--- src/rtl/multicycle_alu_if.sv ---
// Request/response bundle between the datapath controller and the ALU.
// Latency: n/a (wiring only).
// Backpressure: controller holds start while busy is high.
interface multicycle_alu_if #(
    parameter int WIDTH = 32
);
    logic             start;
    logic [3:0]       alucontrol;
    logic [WIDTH-1:0] a;
    logic [WIDTH-1:0] b;
    logic [WIDTH-1:0] result;
    logic             zero;
    logic             busy;
    logic             done;
    logic             illegal;

    // Controller side: issues operations, observes completion.
    modport master (
        output start, alucontrol, a, b,
        input  result, zero, busy, done, illegal
    );

    // ALU side.
    modport slave (
        input  start, alucontrol, a, b,
        output result, zero, busy, done, illegal
    );
endinterface

--- src/rtl/multicycle_alu.sv ---
// ALU with one-cycle logic/arith ops, shift-add multiply, restoring signed divide.
// Latency: 1 cycle for single-cycle ops, WIDTH+1 for mul, WIDTH+2 for div (start edge to done).
// Backpressure: start is ignored while busy; requester must hold it until busy drops.
module multicycle_alu #(
    parameter int WIDTH = 32
) (
    input logic             clk,
    input logic             reset,
    multicycle_alu_if.slave bus
);
    localparam int CW = (WIDTH > 1) ? $clog2(WIDTH) : 1;

    localparam logic [3:0] OP_AND = 4'b0000;
    localparam logic [3:0] OP_OR  = 4'b0001;
    localparam logic [3:0] OP_ADD = 4'b0010;
    localparam logic [3:0] OP_MUL = 4'b0100;
    localparam logic [3:0] OP_DIV = 4'b0101;
    localparam logic [3:0] OP_SUB = 4'b1010;
    localparam logic [3:0] OP_SLT = 4'b1011;

    typedef enum logic [1:0] {IDLE, MUL, DIV, DFIX} state_t;

    state_t           state, next_state;
    logic [CW-1:0]    cnt;
    logic [WIDTH-1:0] result_q;
    logic             zero_q, done_q, illegal_q;

    // Multiplier working registers.
    logic [WIDTH-1:0] acc, mcand, mplier;
    // Divider working registers: partial remainder, quotient/dividend shift reg, |divisor|.
    logic [WIDTH-1:0] rem, quo, dvsr;
    logic             qsign, div_zero;

    logic             accept, last_iter, finish, fin_illegal;
    logic [WIDTH-1:0] fin_result, acc_step;
    logic [WIDTH:0]   rem_sh, diff;

    assign accept    = bus.start && (state == IDLE);
    assign last_iter = (cnt == CW'(WIDTH - 1));
    assign acc_step  = mplier[0] ? (acc + mcand) : acc;
    // One extra bit so the trial subtraction's borrow shows the restore decision.
    assign rem_sh    = {rem, quo[WIDTH-1]};
    assign diff      = rem_sh - {1'b0, dvsr};

    // State register; reset aborts any in-flight operation.
    always_ff @(posedge clk or posedge reset) begin
        if (reset) state <= IDLE;
        else       state <= next_state;
    end

    // Next-state and completion decode.
    always_comb begin
        next_state  = state;
        finish      = 1'b0;
        fin_illegal = 1'b0;
        fin_result  = '0;
        case (state)
            IDLE: begin
                if (accept) begin
                    finish = 1'b1;
                    case (bus.alucontrol)
                        OP_ADD: fin_result = bus.a + bus.b;
                        OP_SUB: fin_result = bus.a - bus.b;
                        OP_SLT: fin_result = {{(WIDTH-1){1'b0}}, ($signed(bus.a) < $signed(bus.b))};
                        OP_AND: fin_result = bus.a & bus.b;
                        OP_OR:  fin_result = bus.a | bus.b;
                        OP_MUL: begin
                            finish     = 1'b0;
                            next_state = MUL;
                        end
                        OP_DIV: begin
                            finish     = 1'b0;
                            next_state = DIV;
                        end
                        default: fin_illegal = 1'b1;
                    endcase
                end
            end
            MUL: begin
                if (last_iter) begin
                    next_state = IDLE;
                    finish     = 1'b1;
                    fin_result = acc_step;
                end
            end
            DIV: begin
                if (last_iter) next_state = DFIX;
            end
            DFIX: begin
                next_state = IDLE;
                finish     = 1'b1;
                // Divide-by-zero forced to all ones regardless of dividend sign.
                if (div_zero)   fin_result = '1;
                else if (qsign) fin_result = -quo;
                else            fin_result = quo;
            end
            default: next_state = IDLE;
        endcase
    end

    // Completion outputs: updated only on a finishing edge, done pulses for one cycle.
    always_ff @(posedge clk or posedge reset) begin
        if (reset) begin
            result_q  <= '0;
            zero_q    <= 1'b0;
            illegal_q <= 1'b0;
            done_q    <= 1'b0;
        end else begin
            done_q <= finish;
            if (finish) begin
                result_q  <= fin_result;
                zero_q    <= (fin_result == '0);
                illegal_q <= fin_illegal;
            end
        end
    end

    // Iterative datapath: operand capture on accept, one mul/div step per busy edge.
    always_ff @(posedge clk or posedge reset) begin
        if (reset) begin
            cnt      <= '0;
            acc      <= '0;
            mcand    <= '0;
            mplier   <= '0;
            rem      <= '0;
            quo      <= '0;
            dvsr     <= '0;
            qsign    <= 1'b0;
            div_zero <= 1'b0;
        end else if (accept) begin
            cnt      <= '0;
            acc      <= '0;
            mcand    <= bus.a;
            mplier   <= bus.b;
            rem      <= '0;
            quo      <= bus.a[WIDTH-1] ? -bus.a : bus.a;
            dvsr     <= bus.b[WIDTH-1] ? -bus.b : bus.b;
            qsign    <= bus.a[WIDTH-1] ^ bus.b[WIDTH-1];
            div_zero <= (bus.b == '0);
        end else if (state == MUL) begin
            acc    <= acc_step;
            mcand  <= mcand << 1;
            mplier <= mplier >> 1;
            cnt    <= cnt + CW'(1);
        end else if (state == DIV) begin
            if (!diff[WIDTH]) begin
                rem <= diff[WIDTH-1:0];
                quo <= {quo[WIDTH-2:0], 1'b1};
            end else begin
                rem <= rem_sh[WIDTH-1:0];
                quo <= {quo[WIDTH-2:0], 1'b0};
            end
            cnt <= cnt + CW'(1);
        end
    end

    assign bus.result  = result_q;
    assign bus.zero    = zero_q;
    assign bus.done    = done_q;
    assign bus.illegal = illegal_q;
    assign bus.busy    = (state != IDLE);
endmodule
--- src/flat_wrapper.sv ---
// flat-port wrapper written by rule: the top's interface ports become plain ports
module multicycle_alu_flat 
#(
    parameter int WIDTH = 32
)
  (clk, reset, bus_start, bus_alucontrol, bus_a, bus_b, bus_result, bus_zero, bus_busy, bus_done, bus_illegal);
  multicycle_alu_if #(.WIDTH(WIDTH)) bus_i ();
  input logic clk;
  input logic reset;
  input wire logic [$bits(bus_i.start)-1:0] bus_start;
  input wire logic [$bits(bus_i.alucontrol)-1:0] bus_alucontrol;
  input wire logic [$bits(bus_i.a)-1:0] bus_a;
  input wire logic [$bits(bus_i.b)-1:0] bus_b;
  output wire logic [$bits(bus_i.result)-1:0] bus_result;
  output wire logic [$bits(bus_i.zero)-1:0] bus_zero;
  output wire logic [$bits(bus_i.busy)-1:0] bus_busy;
  output wire logic [$bits(bus_i.done)-1:0] bus_done;
  output wire logic [$bits(bus_i.illegal)-1:0] bus_illegal;
  assign bus_i.start = bus_start;
  assign bus_i.alucontrol = bus_alucontrol;
  assign bus_i.a = bus_a;
  assign bus_i.b = bus_b;
  assign bus_result = bus_i.result;
  assign bus_zero = bus_i.zero;
  assign bus_busy = bus_i.busy;
  assign bus_done = bus_i.done;
  assign bus_illegal = bus_i.illegal;
  multicycle_alu #(.WIDTH(WIDTH)) u_core (.clk(clk), .reset(reset), .bus(bus_i));
endmodule
--- config.mk ---
export PLATFORM = sky130hd
export DESIGN_NAME = multicycle_alu_flat
export DESIGN_NICKNAME = d
export VERILOG_FILES = /design/src/rtl/multicycle_alu_if.sv /design/src/rtl/multicycle_alu.sv /design/src/flat_wrapper.sv
export SDC_FILE = /design/constraint.sdc
export NUM_CORES = 1
export LEC_CHECK = 0
export ABC_AREA = 0
export BUFFER_PORTS_ARGS = -buffer_cell sky130_fd_sc_hd__buf_4
export CAP_MARGIN = 20
export CORE_ASPECT_RATIO = 1.5
export CORE_MARGIN = 1
export CORE_UTILIZATION = 50
export DETAILED_ROUTE_END_ITERATION = 12
export GPL_ROUTABILITY_DRIVEN = 0
export PLACE_DENSITY = 0.68
export SYNTH_ARGS = -nofsm -noshare
export SYNTH_HDL_FRONTEND = slang
export SYNTH_SLANG_ARGS = --single-unit
--- constraint.sdc ---
create_clock -name clk -period 15.6 [get_ports clk]
set_clock_uncertainty 0.05 [all_clocks]
set_input_delay 4.68 -clock clk [delete_from_list [all_inputs] [get_ports clk]]
set_output_delay 4.68 -clock clk [all_outputs]
set_load 0.02 [all_outputs]
-- After elaboration in Yosys (flattened, before gate mapping)
Index checks and enable logic that the tools add are counted.
- word-level logic and storage cells: 92
- register bits: 236
- output and inout bits: 36
- bitwise gates (word level): 3
- eq/ne operators: 15
- reductions and logical operators: 13
- $add $sub $neg: 8
- magnitude comparators: 1
- mux-type cells: 38
- operator list (kind ; number):
    32-bit two-way mux ; 20
    32-bit case mux with 5 select lines ; 1
    32-bit negation ; 3
    32-bit case mux with 3 select lines ; 1
    32-bit adder ; 2
    32-bit logical NOT ; 2
    33-bit by 32-bit subtractor with 33-bit output ; 1
    32-bit AND ; 1
    32-bit < comparator ; 1
    32-bit OR ; 1
    32-bit subtractor ; 1
    5-bit two-way mux ; 3
    4-bit by 3-bit == test with 1-bit output (second input constant) ; 2
    4-bit == test (second input constant) ; 2
    2-bit by 1-bit inequality test with 1-bit output (second input constant) ; 4
    2-bit case mux with 4 select lines ; 1
    1-bit two-way mux ; 7
    7-bit OR reduction ; 1
    2-bit two-way mux ; 3
    2-bit nonzero test ; 3
    5-bit by 1-bit adder with 5-bit output (second input constant) ; 1
    5-bit == test (second input constant) ; 1
    2-bit == test (second input constant) ; 2
    4-bit by 1-bit == test with 1-bit output (second input constant) ; 1
    13 further kinds ; 13

-- Depth between registers and ports, before layout
- depth in word-level cells: 5
- gate-level depth with buffers: 16

-- Worst setup path after synthesis
No wires, ideal clock.
- path kind: input-to-reg
- start: input port bus_b[0]
- end: register u_core.zero_q, in the netlist u_core.bus.zero
- library setup time: 104 ps
- stages on the path: 15
- arrival: 8034 ps
- path buffers: 0
- slack: 7412 ps
- cells stage by stage: ha_1 > inv_1 > fa_1 > and2b_1 > o211ai_1 > a21o_1 > a2111oi_2 > nor2_1 > o211ai_1 > a21oi_1 > or4_2 > a31o_2 > nor4_1 > nand4_1 > o41ai_2
- cells in the longest elaborated chain, start to end: 5
- RTL lines (item ; line ; RTL):
    start, declared ; flat_wrapper.sv:13 ; input wire logic [$bits(bus_i.b)-1:0] bus_b;
    32-bit subtractor, or another cell as far along ; multicycle_alu.sv:63 ; OP_SUB: fin_result = bus.a - bus.b;
    32-bit case mux with 5 select lines * ; multicycle_alu.sv:61 ; case (bus.alucontrol)
    32-bit two-way mux * ; multicycle_alu.sv:59 ; if (accept) begin
    32-bit case mux with 3 select lines * ; multicycle_alu.sv:57 ; case (state)
    32-bit logical NOT * ; multicycle_alu.sv:112 ; zero_q <= (fin_result == '0);
    end signal, assigned ; multicycle_alu.sv:112 ;
    end, declared ; multicycle_alu.sv:26 ; logic zero_q, done_q, illegal_q;
Every way passes the cells marked *; elsewhere a longest branch is shown, timed or not.
A chain may end at the register's enable or synchronous reset.

-- Worst setup path after layout
- start: input port bus_b[10]
- end: register u_core.zero_q, in the netlist u_core.bus.zero
The elaborated chain is that of the path after synthesis.

==> flow_summary_export.csv <==
group,metric,value,unit
run_status,status,"completed",
cells_and_area,nNetsFinal,2973,
yosys,yosys_warnings,0,
cells_and_area,area_growth_syn_to_layout,9.64,%
yosys,ys_seq_area_share,27.8,%
routing,num_vias,21000,
clocking,clk_latency,570,ps
yosys,avgSynthCellArea,7.83,um^2
worst_setup_path,crit_family,"compound AO/OA/AOI/OAI gates",
yosys,syn_area,21200,um^2
clocking,cts_resized,0,
cells_and_area,nFillCells,3999,
worst_setup_path,path_common_cell,"a211oi_1",
routing,routed_wirelength,72.6,mm
worst_setup_path,crit_buf_inv,2,
yosys,yosys.area_share.simple,18.4,%
global_route,globalRouteTotalUtil,33.4,%
job,drv_cap,0,
clocking,hold_buffers,0,
worst_setup_path,cp.required,16010,ps
yosys,synthesis.nets,2961,
worst_setup_path,arrival,9150,ps
worst_setup_path,crit_chain,"buf_4, inv_1, ha_1, a21o_1, a211o_1, a211oi_1, a211oi_1, o41ai_1, mux2i_1, xnor2_1, a221o_2, a211o_2, nor4_1, nand4_1, o41ai_2",
yosys,synthAdderAreaFrac,10.6,%
sta,hold_viol,0,
yosys,synth_top_area_share,27.8,%
yosys,synth.distinct_cells,91,
worst_setup_path,r2r_setup_slack,10750,ps
die,start_util,50.7,%
sta,finalSetupViolations,0,
routing,ant_nets,0,
placement,dp_hpwl,55.2,mm
die,die_x,170,um
clocking,cts_tree,"done",
global_route,overflow,0,
worst_hold_path,min_path_type,"flop to flop",
die,row_count,92,
die,die_h,254,um
clocking,cts.sinks,236,
worst_setup_path,slowest_stage,"o41ai_1",
yosys,ys_async_sr_fraction,100,%
routing,wire_per_inst,21.9,um
die,ios,107,
routing,drt_iter0_markers,2119,
sta,finalCritPeriodShare,56.0,%
sta,max_freq,114,MHz
worst_setup_path,critical_path_class,"input port to flop",
clocking,cts-root-buf,"clkbuf_16",
die,coreArea,41900,um^2
sta,finalCriticalPeriod,8740,ps
yosys,synth_cells,2712,
global_route,grt_pass1_vias,20200,
placement,portBuffers,106,
global_route,antenna_found_initial,2,
yosys,synth_top_family_by_area,"compound AO/OA/AOI/OAI gates",
power,p_per_area,183,nW/um^2
yosys,postSynthRegisterBits,236,
yosys,synth_edf_count,0,
power,fin_total_pwr,4.25,mW
global_route,grt_pass1_wl,112,mm
worst_setup_path,start_kind,"input port",
yosys,synth_xor_area_share,6.43,%
yosys,synth_compound_area_share,26.2,%
clocking,cts_inserted_buffers,26,
clocking,clock_path_buffers,3,
worst_setup_path,max_stage_delay,650,ps
sta,worstMarginPinSlew,1070,ps
worst_setup_path,worst-path-max-fanout,10,
clocking,cts_setup_buffers,0,
routing,first_pass_iters,6,
yosys,yosysTopAreaCell,"dfrtp_1",
worst_setup_path,endpoint_kind,"flop",
sta,slew_violations,0,
sta,rsz0062_at_grt,"no",
clocking,path_clk_slew,60,ps
power,irDropWorstVdd,0.140,mV
yosys,synthTopCellsByArea,"dfrtp_1 (28%), ha_1 (10%), o21ai_0 (6.7%), a21oi_1 (5.7%), nand2_1 (5.4%)",
power,leakagePower,10.4,nW
clocking,cts-htree-levels,1,
die,dieArea,43300,um^2
global_route,grt_max_degree,93,
sta,finalSetupTns,0,ps
routing,via_per_inst,6.34,
sta,worst_slew_margin_rel,28.5,%
yosys,synth_mux_area_share,4.80,%
cells_and_area,drive_above_1_share,8.64,%
routing,drcViolationCount,0,
yosys,ys.flop_type,"dfrtp_1",
## tightest hold or removal path: stages, from the launching register on
cell	delay, ps
dfrtp_1	340
nand2_1	40
o21ai_0	60
## cell usage in the layout (no fill, tap or decap), types with 8 or more instances in the layout
master       n
a21boi_0    13
a211o_1      9
mux2_2      15
o211ai_1    33
dfrtp_1    236
nor4_1      28
ha_1       173
inv_1      153
xor2_1      37
o311ai_0     8
o41ai_1     21
xnor2_1    118
clkbuf_16   27
a31oi_1     21
o21ai_0    285
clkinv_2     8
or2_2        9
o31ai_1     34
buf_4      132
nand3_1     31
a211oi_1    39
a21o_1      34
and3_1      14
o21a_1      13
a21oi_1    242
o2111ai_1    8
or3_1       21
o21bai_1    18
a22oi_1     12
or4_1       10
nor3_1      56
nor2b_1     21
nand4_1     25
mux2i_1     85
nor2_1     252
nand2b_1    28
nand2_1    306
a221oi_1    14
## area by class of cell
class / instances / area [um^2] / area share, %
multi-input cells: 2172 / 14200 / 60.8
clock buffers: 30 / 707 / 3.04
clock inverters: 17 / 201 / 0.865
inverters: 154 / 586 / 2.52
diodes: 1 / 2.50 / 0.0107
repair buffers: 134 / 1010 / 4.33
well taps: 564 / 706 / 3.03
flip-flops and latches: 236 / 5910 / 25.4
## where the power goes
group	leakage (nW)	switching, mW	internal [mW]
Sequential	3.02	0.243	0.877
Clock	0.449	0.281	0.391
Combinational	6.90	1.52	0.940
## registers in the layout, indices dropped and copies added (netlist names), 2 cells and up
register / flops
u_core.bus.result: 32
u_core.mplier: 32
u_core.mcand: 32
u_core.state: 2
u_core.cnt: 5
u_core.rem: 32
u_core.quo: 32
u_core.dvsr: 32
u_core.acc: 32
## cell usage after synthesis, types with 7 or more instances
library cell    n
a21boi_0       13
a21o_1         34
o21a_1         13
and2_1          8
buf_1          19
o31ai_1        34
o311ai_0        8
nand4_1        25
mux2i_1        85
nor3_1         56
a221oi_1       14
o41ai_1        21
or4_1          10
xnor2_1       119
nand2b_1       28
o21ai_0       285
a211o_1         9
or2_2           9
o221ai_1        7
o22ai_1         7
a211oi_1       39
dfrtp_1       236
xor2_1         37
nand2_1       307
nor2b_1        21
a2111oi_0       7
nor2_1        253
a31oi_1        21
a21oi_1       242
o2111ai_1       8
and3_1         14
nand3_1        31
ha_1          174
nor4_1         29
clkbuf_1      114
or3_1          21
inv_1         154
a22oi_1        12
o21bai_1       18
buf_2          10
o211ai_1       33
mux2_2         15
## worst paths after layout
kind,depth (start not counted),from,end
setup / recovery,15,bus_b[10],u_core.bus.zero
hold / removal,2,u_core.dvsr[3],u_core.dvsr[3]
setup reg to reg,14,u_core.mcand[0],u_core.bus.zero
hold reg to reg,2,u_core.dvsr[3],u_core.dvsr[3]
max in group asynchronous,3,reset,u_core.bus.result[2]
min in group asynchronous,2,reset,u_core.rem[29]
## cells by family (layout without fill, tap and decap cells)
family | count (synthesis) | after routing
fa+ha+maj | 178 | 178
mux | 100 | 100
xor+xnor | 156 | 156
simple gates | 847 | 847
compound gates | 891 | 891
flops | 236 | 236
buf+inv | 304 | 335
other cells | 0 | 1
## metrics by stage
step	util [%]	std cells	hold WS, ps	worst slack [ps]	cell area (um^2)
global route	55.6	3308	452	6710	23300
floorplan	-	2712	400	4400	21200
CTS	55.5	3306	435	7020	23300
finish	55.6	3308	430	6860	23300
detailed placement	53.4	3259	421	6430	22400
global placement	53.3	3258	414	6520	22400
## metal layers
layer | vias up | part of all wire [%] | global-route usage (%)
li1 | 9755 | - | -
met1 | 9897 | 38 | 40.4
met2 | 1047 | 47 | 55.8
met3 | 279 | 7.9 | 4.55
met4 | 2 | 7.2 | 21.2
met5 | - | 0.018 | 0
Note: power is estimated with default switching activity, not from simulation.
